==> config.mk <==
export PLATFORM = sky130hd
export DESIGN_NAME = serial_code_lock
export DESIGN_NICKNAME = d
export VERILOG_FILES = /design/src/rtl/serial_code_lock_pkg.sv /design/src/rtl/serial_code_lock_lockout_timer.sv /design/src/rtl/serial_code_lock.sv
export SDC_FILE = /design/constraint.sdc
export NUM_CORES = 1
export LEC_CHECK = 0
export ABC_AREA = 1
export BUFFER_PORTS_ARGS = -buffer_cell sky130_fd_sc_hd__buf_4
export CAP_MARGIN = 0
export CORE_MARGIN = 1
export CORE_UTILIZATION = 54
export DETAILED_ROUTE_END_ITERATION = 10
export PLACE_DENSITY = 0.86
export SLEW_MARGIN = 20
export SYNTH_ARGS = -nofsm -noshare
export SYNTH_HDL_FRONTEND = slang
export SYNTH_SLANG_ARGS = --single-unit
==> constraint.sdc <==
create_clock -name clk -period 1.6 [get_ports clk]
set_input_delay 0.32 -clock clk [delete_from_list [all_inputs] [get_ports clk]]
set_output_delay 0.32 -clock clk [all_outputs]
set_load 0.005 [all_outputs]
==> src/rtl/serial_code_lock_pkg.sv <==
// Shared types and width helpers for the serial code lock.
package serial_code_lock_pkg;

  typedef enum logic [1:0] {
    IDLE    = 2'd0,
    COLLECT = 2'd1,
    RESULT  = 2'd2,
    LOCKOUT = 2'd3
  } state_t;

  // Width needed to hold values 0..value-1, never less than one bit.
  function automatic int clog2_safe(input int value);
    if (value <= 2) return 1;
    return $clog2(value);
  endfunction

endpackage

==> src/rtl/serial_code_lock_lockout_timer.sv <==
// Loadable down-counter that times the lockout window; done while at zero.
module serial_code_lock_lockout_timer #(
  parameter int W = 4
) (
  input  logic         clk,
  input  logic         rst,
  input  logic         load,
  input  logic [W-1:0] load_val,
  input  logic         count,
  output logic         done
);

  logic [W-1:0] value;

  // Load takes priority; otherwise count down and park at zero.
  always_ff @(posedge clk or posedge rst) begin
    if (rst) begin
      value <= '0;
    end else if (load) begin
      value <= load_val;
    end else if (count && (value != '0)) begin
      value <= value - 1'b1;
    end
  end

  assign done = (value == '0);

endmodule

==> src/rtl/serial_code_lock.sv <==
// Serial code lock: takes an N-bit code MSB first over a valid/ready
// handshake, reports pass/fail over a second handshake, counts consecutive
// failures and locks out for LOCKOUT_CYCLES after MAX_FAIL of them.
// Optional code programming is enabled by defining SERIAL_CODE_LOCK_PROG_EN.
module serial_code_lock
  import serial_code_lock_pkg::*;
#(
  parameter int             N              = 4,
  parameter logic [N-1:0]   DEFAULT_CODE   = N'(4'b1011),
  parameter int             MAX_FAIL       = 3,
  parameter int             LOCKOUT_CYCLES = 16
) (
  input  logic                                clk,
  input  logic                                rst,
  input  logic                                ser_val,
  input  logic                                ser_data,
  output logic                                ser_ready,
  output logic                                output_val,
  output logic                                output_data,
  input  logic                                output_ready,
  output logic                                locked_out,
  output logic [clog2_safe(MAX_FAIL+1)-1:0]   fail_count
`ifdef SERIAL_CODE_LOCK_PROG_EN
  ,
  input  logic                                prog_req,
  input  logic [N-1:0]                        prog_code
`endif
);

  localparam int CNT_W  = clog2_safe(N);
  localparam int FAIL_W = clog2_safe(MAX_FAIL + 1);
  localparam int TMR_W  = clog2_safe(LOCKOUT_CYCLES);

  localparam logic [CNT_W-1:0]  LAST_BIT = CNT_W'(N - 1);
  localparam logic [FAIL_W-1:0] FAIL_SAT = FAIL_W'(MAX_FAIL);
  localparam logic [TMR_W-1:0]  TMR_LOAD = TMR_W'(LOCKOUT_CYCLES - 1);

  state_t           state;
  logic [CNT_W-1:0] bit_cnt;
  logic [CNT_W-1:0] bit_idx;
  logic             mismatch;
  logic [N-1:0]     code_reg;
  logic             ser_xfer;
  logic             out_xfer;
  logic             bit_err;
  logic             last_fail;
  logic             lock_load;
  logic             lock_count;
  logic             tmr_done;

  // Moore outputs: everything decodes from state and registered flags.
  assign ser_ready   = (state == IDLE) || (state == COLLECT);
  assign output_val  = (state == RESULT);
  assign output_data = (state == RESULT) && !mismatch;
  assign locked_out  = (state == LOCKOUT);

  assign ser_xfer  = ser_val && ser_ready;
  assign out_xfer  = output_val && output_ready;

  // Bit k of the stream is compared against code_reg[N-1-k]; in IDLE the
  // counter is zero so the same index selects the MSB.
  assign bit_idx   = LAST_BIT - bit_cnt;
  assign bit_err   = ser_data ^ code_reg[bit_idx];

  assign last_fail  = (int'(fail_count) + 1) >= MAX_FAIL;
  assign lock_load  = (state == RESULT) && output_ready && mismatch && last_fail;
  assign lock_count = (state == LOCKOUT);

`ifdef SERIAL_CODE_LOCK_PROG_EN
  logic armed;

  // Code register is reprogrammable only right after a pass, until the next bit.
  always_ff @(posedge clk or posedge rst) begin
    if (rst) begin
      code_reg <= DEFAULT_CODE;
      armed    <= 1'b0;
    end else if ((state == IDLE) && armed && prog_req) begin
      code_reg <= prog_code;
      armed    <= 1'b0;
    end else if (ser_xfer) begin
      armed    <= 1'b0;
    end else if (out_xfer && !mismatch) begin
      armed    <= 1'b1;
    end
  end
`else
  assign code_reg = DEFAULT_CODE;
`endif

  // Control FSM: collect all N bits (no early abort), report, then count
  // failures and enter lockout when the limit is reached.
  always_ff @(posedge clk or posedge rst) begin
    if (rst) begin
      state      <= IDLE;
      bit_cnt    <= '0;
      mismatch   <= 1'b0;
      fail_count <= '0;
    end else begin
      case (state)
        IDLE: begin
          if (ser_xfer) begin
            mismatch <= bit_err;
            bit_cnt  <= CNT_W'(1);
            state    <= COLLECT;
          end
        end
        COLLECT: begin
          if (ser_xfer) begin
            mismatch <= mismatch | bit_err;
            if (bit_cnt == LAST_BIT) begin
              bit_cnt <= '0;
              state   <= RESULT;
            end else begin
              bit_cnt <= bit_cnt + 1'b1;
            end
          end
        end
        RESULT: begin
          if (output_ready) begin
            mismatch <= 1'b0;
            bit_cnt  <= '0;
            if (!mismatch) begin
              fail_count <= '0;
              state      <= IDLE;
            end else if (!last_fail) begin
              fail_count <= fail_count + 1'b1;
              state      <= IDLE;
            end else begin
              fail_count <= FAIL_SAT;
              state      <= LOCKOUT;
            end
          end
        end
        LOCKOUT: begin
          if (tmr_done) begin
            fail_count <= '0;
            bit_cnt    <= '0;
            state      <= IDLE;
          end
        end
        default: state <= IDLE;
      endcase
    end
  end

  serial_code_lock_lockout_timer #(
    .W (TMR_W)
  ) u_lockout_timer (
    .clk      (clk),
    .rst      (rst),
    .load     (lock_load),
    .load_val (TMR_LOAD),
    .count    (lock_count),
    .done     (tmr_done)
  );

endmodule

# Word-level counts from Yosys, hierarchy flattened
# Index checks and enable logic that the tools add are counted.
# word_totals
ff_bits	11
mem_count	0
mem_bits_rw	0
output_inout_bits	6
latch_bits	0
mem_bits_ro	0
# classes
div_mod_pow	0
n_lt_le_gt_ge	2
mux	24
multipliers	0
bitwise	2
n_shift	0
reduce_logical	18
n_addsub	5
eq_ne	9
# op_table
operator	n
$mux 2	13
$pmux 2 s4	2
$mux 4	2
$reduce_and 4->1	2
$eq 2x2->1 const B	3
$logic_and 1x1->1	6
$ne 2x2->1 const B	3
$reduce_and 5->1	1
$add 2x1->2 const B	2
$logic_not 4->1	1
$mux 1	4
$ne 2x1->1 const B	2
$pmux 2 s2	1
$reduce_bool 2->1	2
$reduce_bool 4->1	1
$sub 4x1->4 const B	1
$add 2x1->3 const B	1
$ge 3x2->1 const B	1
$lt 2x3->1 const B	1
$pmux 1 s3	1
$reduce_and 3->1	1
$reduce_bool 3->1	1
$bmux 1 s2	1
$eq 2x1->1 const B	1
6 further kinds	6

# Logic depth before layout (Yosys ltp)
# Gate-level depths: netlist of run 1.
# logic_depth
word_depth	7
ltp_mapped	9
depth_no_buf	9

# By module
# Synthesis of run 1 repeated with hierarchy kept, for this count alone.
# unflattened
hier_cells	130
area_unflattened_um2	874.6
# by_module_without_submodules
module	cells_each	seq_area_each_um2	area_per_inst_um2	instances
serial_code_lock	83	175.2	575.6	1
serial_code_lock_lockout_timer	47	100.1	299.0	1

# Worst setup path after synthesis of run 1
# Ideal clock, no wire load.
# synth_path
kind	flip-flop to flip-flop
startpoint	register state[0]
endpoint	register fail_count[1]
n_path_buf	0
arrival_time_ns	1.191
stages_incl_launch_ff	10
path_slack_ns	0.289
required_ns	1.479
path_cell_list	dfrtp_1 -> inv_1 -> ha_1 -> inv_2 -> nor2_4 -> inv_2 -> nand2_4 -> nor2_4 -> nand2_1 -> o21ai_1
# synth_via
elab_chain_cells	3
elab_cells_between_ends	7
classes_between	eq/ne: 4; mux: 1; reduce/logical: 2
# synth_rtl
item	line	source
start: declaration	serial_code_lock.sv:38	state_t state;
start signal: assignment	serial_code_lock.sv:94	state <= IDLE;
start signal: assignment	serial_code_lock.sv:104	state <= COLLECT;
start signal: assignment	serial_code_lock.sv:112	state <= RESULT;
$eq 2x2->1 (*)	n/a	
named net output_val	serial_code_lock.sv:18	output logic output_val,
$ne 2x1->1 (no line) / $reduce_bool 2->1 (equally long branches)	n/a	
$reduce_and 3->1 (no line)	n/a	
end signal: assignment	serial_code_lock.sv:126	fail_count <= fail_count + 1'b1;
end: declaration	serial_code_lock.sv:22	output logic [clog2_safe(MAX_FAIL+1)-1:0] fail_count
# Mark *: on every way through the listed nets, which the timed path passes. The rest lies on a longest branch.
# A chain may end at the register's enable or synchronous reset.

# Worst setup path after layout of run 1
# layout_path
startpoint	register state[0]
endpoint	output port ser_ready
# layout_via
elab_chain_cells	2
elab_cells_between_ends	3
classes_between	eq/ne: 1; reduce/logical: 2
# layout_rtl
item	line	source
$eq 2x1->1 / $logic_not 2->1 (equally long branches)	serial_code_lock.sv:52	assign ser_ready = (state == IDLE) || (state == COLLECT);
$logic_or 1x1->1 (*)	serial_code_lock.sv:52	
end: declaration	serial_code_lock.sv:17	output logic ser_ready,
# Every way passes the cells marked *; elsewhere a longest branch is shown, timed or not.

==> qor.yml, run 1 <==
tightestPinTransition_ns: 0.443
p_seq_share_pct: 31.1
critical_path.endpoint_type: "output port"
cts_tree: "built"
ys_ff_latch: 11
worstRegToRegCells: 8
clkPwrFrac_pct: 10.4
r2r_start: "state[0]$_DFFE_PP0P_"
r2r-end: "state[1]$_DFFE_PP0P_"
grtUsageTotal_pct: 22.9
grt-busiest-layer: "met2"
syn_inst: 103
p_per_area_nw_per_um2: 1940
io-pin-count: 11
avgRoutedWirePerCell_um: 12.0
numClockSinks: 11
dieWidth_um: 39.9
synth.area.top_cells: "dfrtp_1, nand2_1, ha_1"
cpPeakStageDelay_ns: 0.46
place_congestion: 0.884
yosys.area.top_type: "dfrtp_1"
swShare_pct: 45.9
via_count: 726
peakVddDrop_mv: 1.20
setup_ws_ns: 0.0239
synth.avg_cell_area_um2: 7.52
grt_pass1_wl_um: 2300
min_period_ns: 1.58
cts_made_buffers: 3
firstDrtPassIters: 4
post-dp-hpwl_um: 1160
drv_slew: 0
grt_start_max_net_pins: 12
hp-class: "input port to async pin"
num_rows: 13
path_class: "register to output port"
ys_types: 20
path_cells: "inv_2 > ha_2 > inv_1 > nand2_1 > buf_4"
post-route-util_pct: 72.5
htreeDepth: 1
grt_pass1_vias: 565
crit_path_top_delay_cell: "dfrtp_2"
combPwrFrac_pct: 58.5
met2_usage_pct: 31.9
drive_above_1_share_pct: 31.1
met3_usage_pct: 6.82
grt_overflow: 0
dp_slack_ns: 0.157
synth_flop_cell: "dfrtp_1"
crit_required_ns: 1.28
finClkSkew_ns: 0.00949
drc: 0
switchingPower_w: 0.000851
die_h_um: 39.9
fill_cells: 101
outcome: "finished clean"
synth_top_area_share_pct: 35.5
vias_per_cell: 5.30
use_met1_pct: 31.6
synth-edff-count: 0
cts-root-buf: "clkbuf_4"
critPathMaxFanout: 5
synth_common_cells: "nand2_1, dfrtp_1, inv_1, ha_1, nor2_1"
clk_latency_ns: 0.27
maxCapViolations: 0
fp.coreArea_um2: 1320
drt_iter0_drc: 25
antenna_found_initial: 0
hold_viol: 0
fmax_mhz: 634
cts_buffer_depth: 2
yosysMostFrequentCell: "nand2_1"
startpoint_type: "register"
finalWirelength_um: 1650
fin_crit_sh_pct: 98.5
setup_viol: 0
async_flop_share_pct: 100
p_int_w: 0.00100
clk_pin_slew_ns: 0.08
start_util_pct: 58.8
rrSetupSlack_ns: 0.20
port-buffer-count: 10
ys_seq_area_share_pct: 35.5
final_nets: 136
area_growth_syn_to_layout_pct: 23.3
die_area_um2: 1590
leakagePower_nw: 0.498
relSlewSlack_pct: 70.5
netlist_area_um2: 774
yosysWarningCount: 0
cp.arrival_ns: 1.26
antenna_left: 0
syn_nets: 116
rsz0062_at_grt: "yes"
n_antenna_cell: 0
-- routing by layer --
metal	vias to the layer above	wire length [um]
met1	334	764
met4	0	26
met5	-	0
met3	4	48
li1	369	-
met2	19	805
-- area by class of cell --
| type | instances | area (um2) | area share [%] |
|---|---|---|---|
| inverters | 15 | 56.3 | 5.90 |
| repair buffers | 15 | 113 | 11.8 |
| flip-flops and latches | 11 | 278 | 29.1 |
| multi-input cells | 77 | 463 | 48.5 |
| clock buffers | 4 | 26.3 | 2.75 |
| well taps | 15 | 18.8 | 1.97 |
-- state kept, by name, summed over array words and instances (netlist names) --
name / cells
bit_cnt: 2
mismatch: 1
fail_count: 2
state: 2
u_lockout_timer.value: 4
-- kinds of logic after synthesis --
group,synth area share (%)
flops,35.5
buf+inv,7.27
fa+ha+maj,12.9
compound gates,7.27
simple gates,37.0
-- worst max-delay path, delay by kind of cell, from the launching register on --
family,cells,cell delay [ns]
and+or+nand+nor,1,0.08
DFF,1,0.46
adders and majority gates,1,0.18
buffers and inverters,3,0.26
-- cell usage in the layout, fill, tap and decap left out, types with 2 or more instances in the layout --
master    synthesis  final
nand2_1          32     32
inv_1            11      9
nand2_4           2      2
nand3_1           5      5
inv_2             4      6
ha_1              8      4
nand4_1           4      4
buf_4             0     15
clkbuf_4          0      3
o21ai_0           2      2
o21ai_1           5      5
ha_2              0      3
dfrtp_2           0      2
nor2_4            2      2
nor2_1            7      7
nand3b_1          2      2
nor2_2            2      2
dfrtp_1          11      9
-- repair_timing --
action,CTS,global route
gates resized for setup,5,4
hold buffers,0,0
setup buffers,2,3
cloned,0,0
setup endpoints to repair,4,3
-- power by group through the flow --
stage          logic (W)  clock network (W)  registers [W]
4_1_cts          0.00100           0.000196       0.000570
3_3_place_gp    0.000916                  0       0.000566
6_report         0.00108           0.000192       0.000576
3_5_place_dp    0.000941                  0       0.000567
5_1_grt          0.00122           0.000210       0.000595
2_1_floorplan   0.000707                  0       0.000534
-- how the worst max path moves through the flow --
stage                    startpoint  slack [ns]  cells past startpoint                         to
2_1_floorplan  state[0]$_DFFE_PP0P_        0.29                      9  fail_count[1]$_DFFE_PP0P_
3_3_place_gp   state[0]$_DFFE_PP0P_        0.18                      8       state[1]$_DFFE_PP0P_
3_5_place_dp   state[0]$_DFFE_PP0P_        0.16                      9  fail_count[0]$_DFFE_PP0P_
4_1_cts        state[0]$_DFFE_PP0P_       0.004                      2                 locked_out
5_1_grt        state[1]$_DFFE_PP0P_       -0.02                      5                  ser_ready
6_report       state[0]$_DFFE_PP0P_        0.02                      5                  ser_ready
-- through the flow --
stage | std cells | power (W) | hold slack, ns | instance area, um2 | TNS (ns)
after global routing | 137 | 0.00203 | 0.0734 | 955 | -0.0160
after global placement | 128 | 0.00148 | 0.363 | 868 | 0
after detailed placement | 128 | 0.00151 | 0.353 | 868 | 0
after floorplan | 103 | 0.00124 | 0.172 | 774 | 0
after CTS | 134 | 0.00177 | 0.0587 | 925 | 0
final | 137 | 0.00185 | 0.0431 | 955 | 0
Power figures use the tool's default switching activity.
==> run 2, diff against run 1 <==
ABC_AREA = default   (was 1)
CORE_UTILIZATION = 53   (was 54)
PLACE_DENSITY = 0.85   (was 0.86)
==> run 2 against run 1 <==
  * The flow now stops in global routing
  * Synthesized cell count fell by 29%
  * Synthesized area is 11% lower
==> qor.yml, run 2 <==
grt_start_max_net_pins: 12
synth_flop_cell: "dfrtp_1"  # unchanged
haltStage: "global routing"
yosysMostFrequentCell: "dfrtp_1"  # was nand2_1
cts_buffer_depth: 2  # unchanged
numClockSinks: 11  # unchanged
outcome: "stopped before the end"  # was finished clean
place_congestion: 0.757  # was 0.884
place_inst: 109  # was 128
syn_nets: 86  # was 116
io-pin-count: 11  # unchanged
ys_ff_latch: 11  # unchanged
yosysWarningCount: 0  # unchanged
syn_inst: 73  # was 103
post-dp-hpwl_um: 1290  # was 1160 um
dieWidth_um: 38.1  # was 39.9 um
worstEndpointType: "sequential cell input"
htreeDepth: 1  # unchanged
cts_made_buffers: 3  # unchanged
synth.area.top_cells: "dfrtp_1, ha_1, inv_1"  # was dfrtp_1, nand2_1, ha_1
ys_seq_area_share_pct: 39.8  # was 35.5%
synth-edff-count: 0  # unchanged
synth_common_cells: "dfrtp_1, inv_1, ha_1, nand2_1, a21oi_1"  # was nand2_1, dfrtp_1, inv_1, ha_1, nor2_1
ys_types: 26  # was 20
yosys.area.top_type: "dfrtp_1"  # unchanged
dp_slack_ns: -0.179  # was 0.157 ns
grt-worst-endpoint: "bit_cnt[1]$_DFFE_PP0P_/D"
die_h_um: 38.1  # was 39.9 um
synth_top_area_share_pct: 39.8  # was 35.5%
port-buffer-count: 10  # unchanged
synth.avg_cell_area_um2: 9.48  # was 7.52 um2
num_rows: 12  # was 13
hold_buffers: 0  # unchanged
cts-root-buf: "clkbuf_4"  # unchanged
netlist_area_um2: 692  # was 774 um2
error_line: "[ERROR DPL-0038] Utilization greater than 100%, impossible to legalize"
async_flop_share_pct: 100  # unchanged
start_util_pct: 59.8  # was 58.8%
[run 2: changes by cell type after synthesis, moves of 3 or more]
| cell | before | now |
|---|---|---|
| o21ai_1 | 5 | 0 |
| inv_2 | 4 | 0 |
| nand2_1 | 32 | 7 |
| nand4_1 | 4 | 1 |
| a21oi_1 | 1 | 6 |
| nor2_1 | 7 | 1 |
[run 2: cells by family after synthesis]
| kind of cell | share of synthesized area [%] |
|---|---|
| flops | 39.8 |
| mux | 3.07 |
| buf+inv | 6.51 |
| fa+ha+maj | 14.5 |
| compound gates | 17.0 |
| simple gates | 15.4 |
| xor+xnor | 3.80 |
[run 2: what timing repair did]
item                       CTS
setup endpoints to repair   11
buffers inserted             8
pin swaps                   13
resized for setup           22
[run 2: metrics by stage]
stage	instance area [um2]	setup TNS [ns]
after floorplan	711	-1.15
after CTS	1080	-1.04
after detailed placement	900	-0.568
after global placement	900	-0.226
==> run 3, diff against run 2 <==
CORE_AREA = 2 2 63 65   (was default)
CORE_MARGIN = default   (was 1)
CORE_UTILIZATION = default   (was 53)
DIE_AREA = 0 0 65 67   (was default)
PLACE_DENSITY = default   (was 0.85)
PLACE_DENSITY_LB_ADDON = 0.15   (was default)
==> run 3 against run 2 <==
  * The flow now finishes, with violations (negative setup slack)
  * Synthesized cell count stayed put
  * Synthesized area unchanged
==> qor.yml, run 3 <==
drc: 0
layout_commonest_cell: "buf_4"
fin_crit_sh_pct: 108
crit_required_ns: 1.75
synth.area.top_cells: "dfrtp_1, ha_1, inv_1"  # unchanged
fill_cells: 385
ys_ff_latch: 11  # unchanged
clk_pin_slew_ns: 0.05
hp-class: "input port to async pin"
antenna_found_initial: 0
clk_latency_ns: 0.24
cts_buffer_depth: 2  # unchanged
hold_viol: 0
start_util_pct: 19.2  # was 59.8%
tightestPinTransition_ns: 0.453
grt_pass1_vias: 616
critPathLaunch: "u_lockout_timer.value[0]$_DFFE_PP0P_"
crit_path_end: "state[1]$_DFFE_PP0P_"
avgRoutedWirePerCell_um: 11.2
synth_flop_cell: "dfrtp_1"  # unchanged
fp.coreArea_um2: 3610
peakVddDrop_mv: 0.428
placed_cell_area_um2: 942  # was 900 um2
grt-busiest-layer: "met2"
synth-edff-count: 0  # unchanged
firstDrtPassIters: 5
multi_input_area_um2: 467
largest_reg_flops: 4
rsz0062_at_grt: "yes"
layout_common_cells: "buf_4, dfrtp_1, buf_6, inv_1, nand2_1"
final_area_um2: 1140
fmax_mhz: 578
drv_slew: 0
ys_seq_area_share_pct: 39.8  # unchanged
seq_area_um2: 275
drive_above_1_share_pct: 46.7
post-dp-hpwl_um: 1270  # was 1290 um
antenna_left: 0
synth_top_area_share_pct: 39.8  # unchanged
path_class: "register to register"
netlist_area_um2: 692  # unchanged
htreeDepth: 1  # unchanged
cts-root-buf: "clkbuf_8"  # was clkbuf_4
die_area_um2: 4360
grt_pass1_wl_um: 2850
setup_ws_ns: -0.131
grt_overflow: 0
syn_nets: 86  # unchanged
dieWidth_um: 65  # was 38.1 um
cts_made_buffers: 3  # unchanged
finalWirelength_um: 1720
yosysMostFrequentCell: "dfrtp_1"  # unchanged
port-buffer-count: 10  # unchanged
regMostFlops: "u_lockout_timer.value"
yosys.area.top_type: "dfrtp_1"  # unchanged
vias_per_cell: 4.17
place_congestion: 0.750  # was 0.757
setup_viol: 11
grt_start_max_net_pins: 12
io-pin-count: 11  # unchanged
drt_iter0_drc: 26
critical_path.endpoint_type: "register"
p_per_area_nw_per_um2: 2220
finalNonFillerCells: 153
min_period_ns: 1.73
cp.arrival_ns: 1.88
met2_usage_pct: 12.6
relSlewSlack_pct: 69.8
critPathMaxFanout: 8
outcome: "finished with violations"  # was stopped before the end
r2r-end: "state[1]$_DFFE_PP0P_"
area_growth_syn_to_layout_pct: 64.7
startpoint_type: "register"
die_h_um: 67  # was 38.1 um
yosysWarningCount: 0  # unchanged
grtUsageTotal_pct: 8.98
worstRegToRegCells: 7
tns_ns: -0.621
numClockSinks: 11  # unchanged
met3_usage_pct: 1.18
async_flop_share_pct: 100  # unchanged
maxCapViolations: 0
final_nets: 119
place_inst: 143  # was 109
violations: "negative setup slack"
rrSetupSlack_ns: -0.13
via_count: 638
r2r_start: "u_lockout_timer.value[0]$_DFFE_PP0P_"
finClkSkew_ns: 0.000751
leakagePower_nw: 0.510
syn_inst: 73  # unchanged
use_met1_pct: 11.8
synth.avg_cell_area_um2: 9.48  # unchanged
ys_types: 26  # unchanged
n_antenna_cell: 0
num_rows: 22  # was 12
synth_common_cells: "dfrtp_1, inv_1, ha_1, nand2_1, a21oi_1"  # unchanged
cts_tree: "built"
==> run 3: layout make-up <==
cell class / count / area share [%]
multi-input cells: 50 / 40.9
flip-flops and latches: 11 / 24.1
repair buffers: 30 / 22.4
well taps: 48 / 5.27
clock buffers: 4 / 3.95
inverters: 10 / 3.29
==> run 3: kinds of logic after synthesis <==
group	Yosys count	share of synthesized area, %
XOR/XNOR	3	3.80
flip-flops	11	39.8
adder cells (fa/ha/maj)	8	14.5
multiplexers	2	3.07
AO/OA/AOI/OAI	17	17.0
AND/OR/NAND/NOR	20	15.4
buffers and inverters	12	6.51
==> run 3: repair_timing <==
action,in CTS,in global routing
hold buffers,0,0
buffers inserted,4,2
setup endpoints to repair,10,13
pin swaps,6,3
gates resized for setup,12,12
==> run 3: routing by layer <==
layer	routed length [um]	vias up	part of all wire, %
li1	-	322	-
met1	810	294	47
met2	786	17	46
met3	57	5	3.3
met4	66	0	3.8
met5	0	-	0
==> run 3: power by group <==
part,switching (W),internal (W)
registers,0.000121,0.000420
logic,0.000722,0.000978
clock network,0.000111,0.000176
==> run 3: worst max-delay path, stage by stage, from the launching register on <==
cell and delay, ns:
dfrtp_1 0.38, inv_2 0.08, ha_4 0.13, or3b_4 0.37, a222oi_1 0.23, buf_4 0.21, a31oi_1 0.07, a41oi_1 0.17
==> run 3: worst min path at each step <==
stage          startpoint  slack, ns                              endpoint  cells after the start
3_5_place_dp          rst       0.37  u_lockout_timer.value[1]$_DFFE_PP0P_                      2
6_report              rst       0.09  u_lockout_timer.value[1]$_DFFE_PP0P_                      2
3_3_place_gp          rst       0.37  u_lockout_timer.value[1]$_DFFE_PP0P_                      2
4_1_cts               rst       0.11  u_lockout_timer.value[1]$_DFFE_PP0P_                      2
2_1_floorplan         rst       0.17                bit_cnt[0]$_DFFE_PP0P_                      1
5_1_grt               rst       0.13             fail_count[1]$_DFFE_PP0P_                      2
==> run 3: through the flow <==
stage / util [%] / setup WS, ns / total power (W) / hold WS (ns)
2_1_floorplan: - / -0.333 / 0.00128 / 0.172
3_3_place_gp: 26.1 / -0.128 / 0.00184 / 0.368
3_5_place_dp: 26.1 / -0.152 / 0.00184 / 0.369
4_1_cts: 29.5 / -0.139 / 0.00236 / 0.108
5_1_grt: 31.6 / -0.237 / 0.00277 / 0.127
6_report: 31.6 / -0.131 / 0.00253 / 0.0865
==> run 4, diff against run 3 <==
CAP_MARGIN = 20   (was 0)
SYNTH_HIERARCHICAL = 1   (was default)
==> run 4 against run 3 <==
  * First-iteration DRC count fell by 81%
  * Critical endpoint is now u_lockout_timer/value[0]$_DFFE_PP0P_
  * Sequential share of layout area fell by 4.2 points
  * The run still ends with negative setup slack left
  * Clock skew rose by 0.0032 ns
  * Clock-buffer cell count did not move
  * Hold slack improved by 0.41 ns
  * Global-route usage rose by 1.1 points
  * Critical path type unchanged
  * Final cell count rose by 20%
==> qor.yml, run 4 <==
drt_iter0_drc: 5  # was 26
startpoint_type: "register"  # unchanged
grt_pass1_wl_um: 3260  # was 2850 um
antenna_left: 0  # unchanged
die_h_um: 67  # unchanged
cts_buffer_depth: 2  # unchanged
synth_compound_area_share_pct: 22.2  # was 17.0%
layout_common_cells: "buf_4, dfrtp_1, buf_6, o21ai_1, inv_1"  # was buf_4, dfrtp_1, buf_6, inv_1, nand2_1
cts-root-buf: "clkbuf_8"  # unchanged
crit_required_ns: 1.73  # was 1.75 ns
async_flop_share_pct: 100  # unchanged
synth_top_area_share_pct: 34.6  # was 39.8%
outcome: "finished with violations"  # unchanged
numClockSinks: 11  # unchanged
synth.avg_cell_area_um2: 8.93  # was 9.48 um2
synthMuxAreaShare_pct: 0  # was 3.07%
port-buffer-count: 10  # unchanged
finalWirelength_um: 1950  # was 1720 um
dieWidth_um: 65  # unchanged
ys_types: 30  # was 26
ys_seq_area_share_pct: 34.6  # was 39.8%
grt_start_max_net_pins: 8  # was 12
firstDrtPassIters: 4  # was 5
ys_ff_latch: 11  # unchanged
drc: 0  # unchanged
cts_tree: "built"  # unchanged
p_per_area_nw_per_um2: 2070  # was 2220 nW/um2
num_rows: 22  # unchanged
tns_ns: -0.776  # was -0.621 ns
largest_reg_flops: 4  # unchanged
yosys.area.top_type: "dfrtp_1"  # unchanged
post-dp-hpwl_um: 1460  # was 1270 um
netlist_area_um2: 795  # was 692 um2
critPathMaxFanout: 4  # was 8
syn_inst: 89  # was 73
regMostFlops: "u_lockout_timer/value"  # was u_lockout_timer.value
cp.arrival_ns: 1.85  # was 1.88 ns
vias_per_cell: 4.19  # was 4.17
layout_commonest_cell: "buf_4"  # unchanged
synth_top_family_by_area: "simple AND/OR/NAND/NOR gates"  # was compound AO/OA/AOI/OAI gates
yosys.area_share.simple_pct: 23.3  # was 15.4%
n_antenna_cell: 0  # unchanged
io-pin-count: 11  # unchanged
final_nets: 150  # was 119
yosys.area_share.adder_pct: 12.6  # was 14.5%
critical_path.endpoint_type: "register"  # unchanged
cts_made_buffers: 3  # unchanged
synth_flop_cell: "dfrtp_1"  # unchanged
hp-class: "input port to register"  # was input port to async pin
area_growth_syn_to_layout_pct: 73.9  # was 64.7%
fp.coreArea_um2: 3610  # unchanged
finalNonFillerCells: 184  # was 153
place_congestion: 0.712  # was 0.750
avgRoutedWirePerCell_um: 10.6  # was 11.2 um
grt_pass1_vias: 710  # was 616
fmax_mhz: 581  # was 578 MHz
start_util_pct: 22.0  # was 19.2%
setup_ws_ns: -0.122  # was -0.131 ns
htreeDepth: 1  # unchanged
drive_above_1_share_pct: 52.2  # was 46.7%
maxCapViolations: 0  # unchanged
rsz0062_at_grt: "yes"  # unchanged
grt_overflow: 0  # unchanged
path_class: "register to register"  # unchanged
yosysWarningCount: 6  # was 0
synth.area.top_cells: "dfrtp_1, ha_1, inv_1"  # unchanged
leakagePower_nw: 0.627  # was 0.510 nW
violations: "negative setup slack"  # unchanged
clk_latency_ns: 0.24  # about the same
clk_pin_slew_ns: 0.05  # about the same
peakVddDrop_mv: 0.748  # was 0.428 mV
fin_crit_sh_pct: 108  # about the same
setup_viol: 13  # was 11
drv_slew: 0  # unchanged
antenna_found_initial: 0  # unchanged
synth_common_cells: "dfrtp_1, inv_1, ha_1"  # was dfrtp_1, inv_1, ha_1, nand2_1, a21oi_1
finClkSkew_ns: 0.00391  # was 0.000751 ns
grtUsageTotal_pct: 10.1  # was 8.98%
synth-edff-count: 0  # unchanged
synth_xor_area_share_pct: 1.10  # was 3.80%
place_inst: 166  # was 143
die_area_um2: 4360  # unchanged
min_period_ns: 1.72  # was 1.73 ns
via_count: 771  # was 638
hold_viol: 0  # unchanged
## run 4: final cells by class
cell class,instances,area (um2)
tap,48,60.1
timing repair buffer,41,360
inverter,11,41.3
sequential,11,275
fill,368,2220
multi-input combinational,69,599
clock buffer,4,45.0
## run 4: path summary, 6_finish.rpt
kind,startpoint,slack (ns),cells past startpoint,end
worst min-delay path,ser_data,0.50,4,mismatch$_DFFE_PP0P_
worst max register to register,u_lockout_timer/value[0]$_DFFE_PP0P_,-0.12,7,u_lockout_timer/value[0]$_DFFE_PP0P_
worst max-delay path,u_lockout_timer/value[0]$_DFFE_PP0P_,-0.12,7,u_lockout_timer/value[0]$_DFFE_PP0P_
max in group asynchronous,rst,0.78,3,bit_cnt[0]$_DFFE_PP0P_
min in group asynchronous,rst,0.53,3,u_lockout_timer/value[0]$_DFFE_PP0P_
worst min register to register,bit_cnt[1]$_DFFE_PP0P_,0.55,2,bit_cnt[1]$_DFFE_PP0P_
## run 4: timing repair
action,CTS,global route
endpoints found under the hold margin,4,0
setup endpoints to repair,13,12
setup buffers,6,7
pin swaps,7,6
resized for setup,21,13
hold buffers,1,0
## run 4: logic make-up (layout without fill, tap and decap cells)
group,count (synthesis),in the layout
xor gates and xnor gates,1,1
DFF,11,11
adders and majority gates,8,8
buffers and inverters,12,56
AOI/OAI and AO/OA,24,24
other,1,4
and+or+nand+nor,32,32
## run 4: power breakdown
group          switching [W]  internal [W]  leakage [nW]
registers           0.000127      0.000411         0.137
clock network       0.000110      0.000175        0.0228
logic               0.000820       0.00121         0.467
## run 4: worst max-delay path: stages (launching register included)
cell     delay [ns]
dfrtp_1        0.38
inv_2          0.08
ha_4           0.13
or3b_4         0.37
buf_4          0.14
buf_6          0.11
and3_4         0.16
o31a_1         0.22
## run 4: per-layer routing
| layer | share of wire, % | up-vias | global-route usage, % |
|---|---|---|---|
| li1 | - | 401 | - |
| met1 | 48 | 355 | 13.6 |
| met2 | 47 | 10 | 14.7 |
| met5 | 0 | - | 0 |
| met3 | 2.9 | 5 | 3.04 |
| met4 | 2.3 | 0 | 4.79 |
## run 4: metrics by stage
stage | hold slack, ns | total power (W) | setup slack [ns] | util, % | cell area [um2]
after CTS | 0.491 | 0.00258 | -0.101 | 35.0 | 1260
after detailed placement | 0.240 | 0.00197 | -0.127 | 30.3 | 1090
after global routing | 0.514 | 0.00311 | -0.202 | 38.3 | 1380
final | 0.501 | 0.00286 | -0.122 | 38.3 | 1380
after global placement | 0.243 | 0.00197 | -0.103 | 30.3 | 1090
after floorplan | 0.0861 | 0.00142 | -0.0929 | - | 835
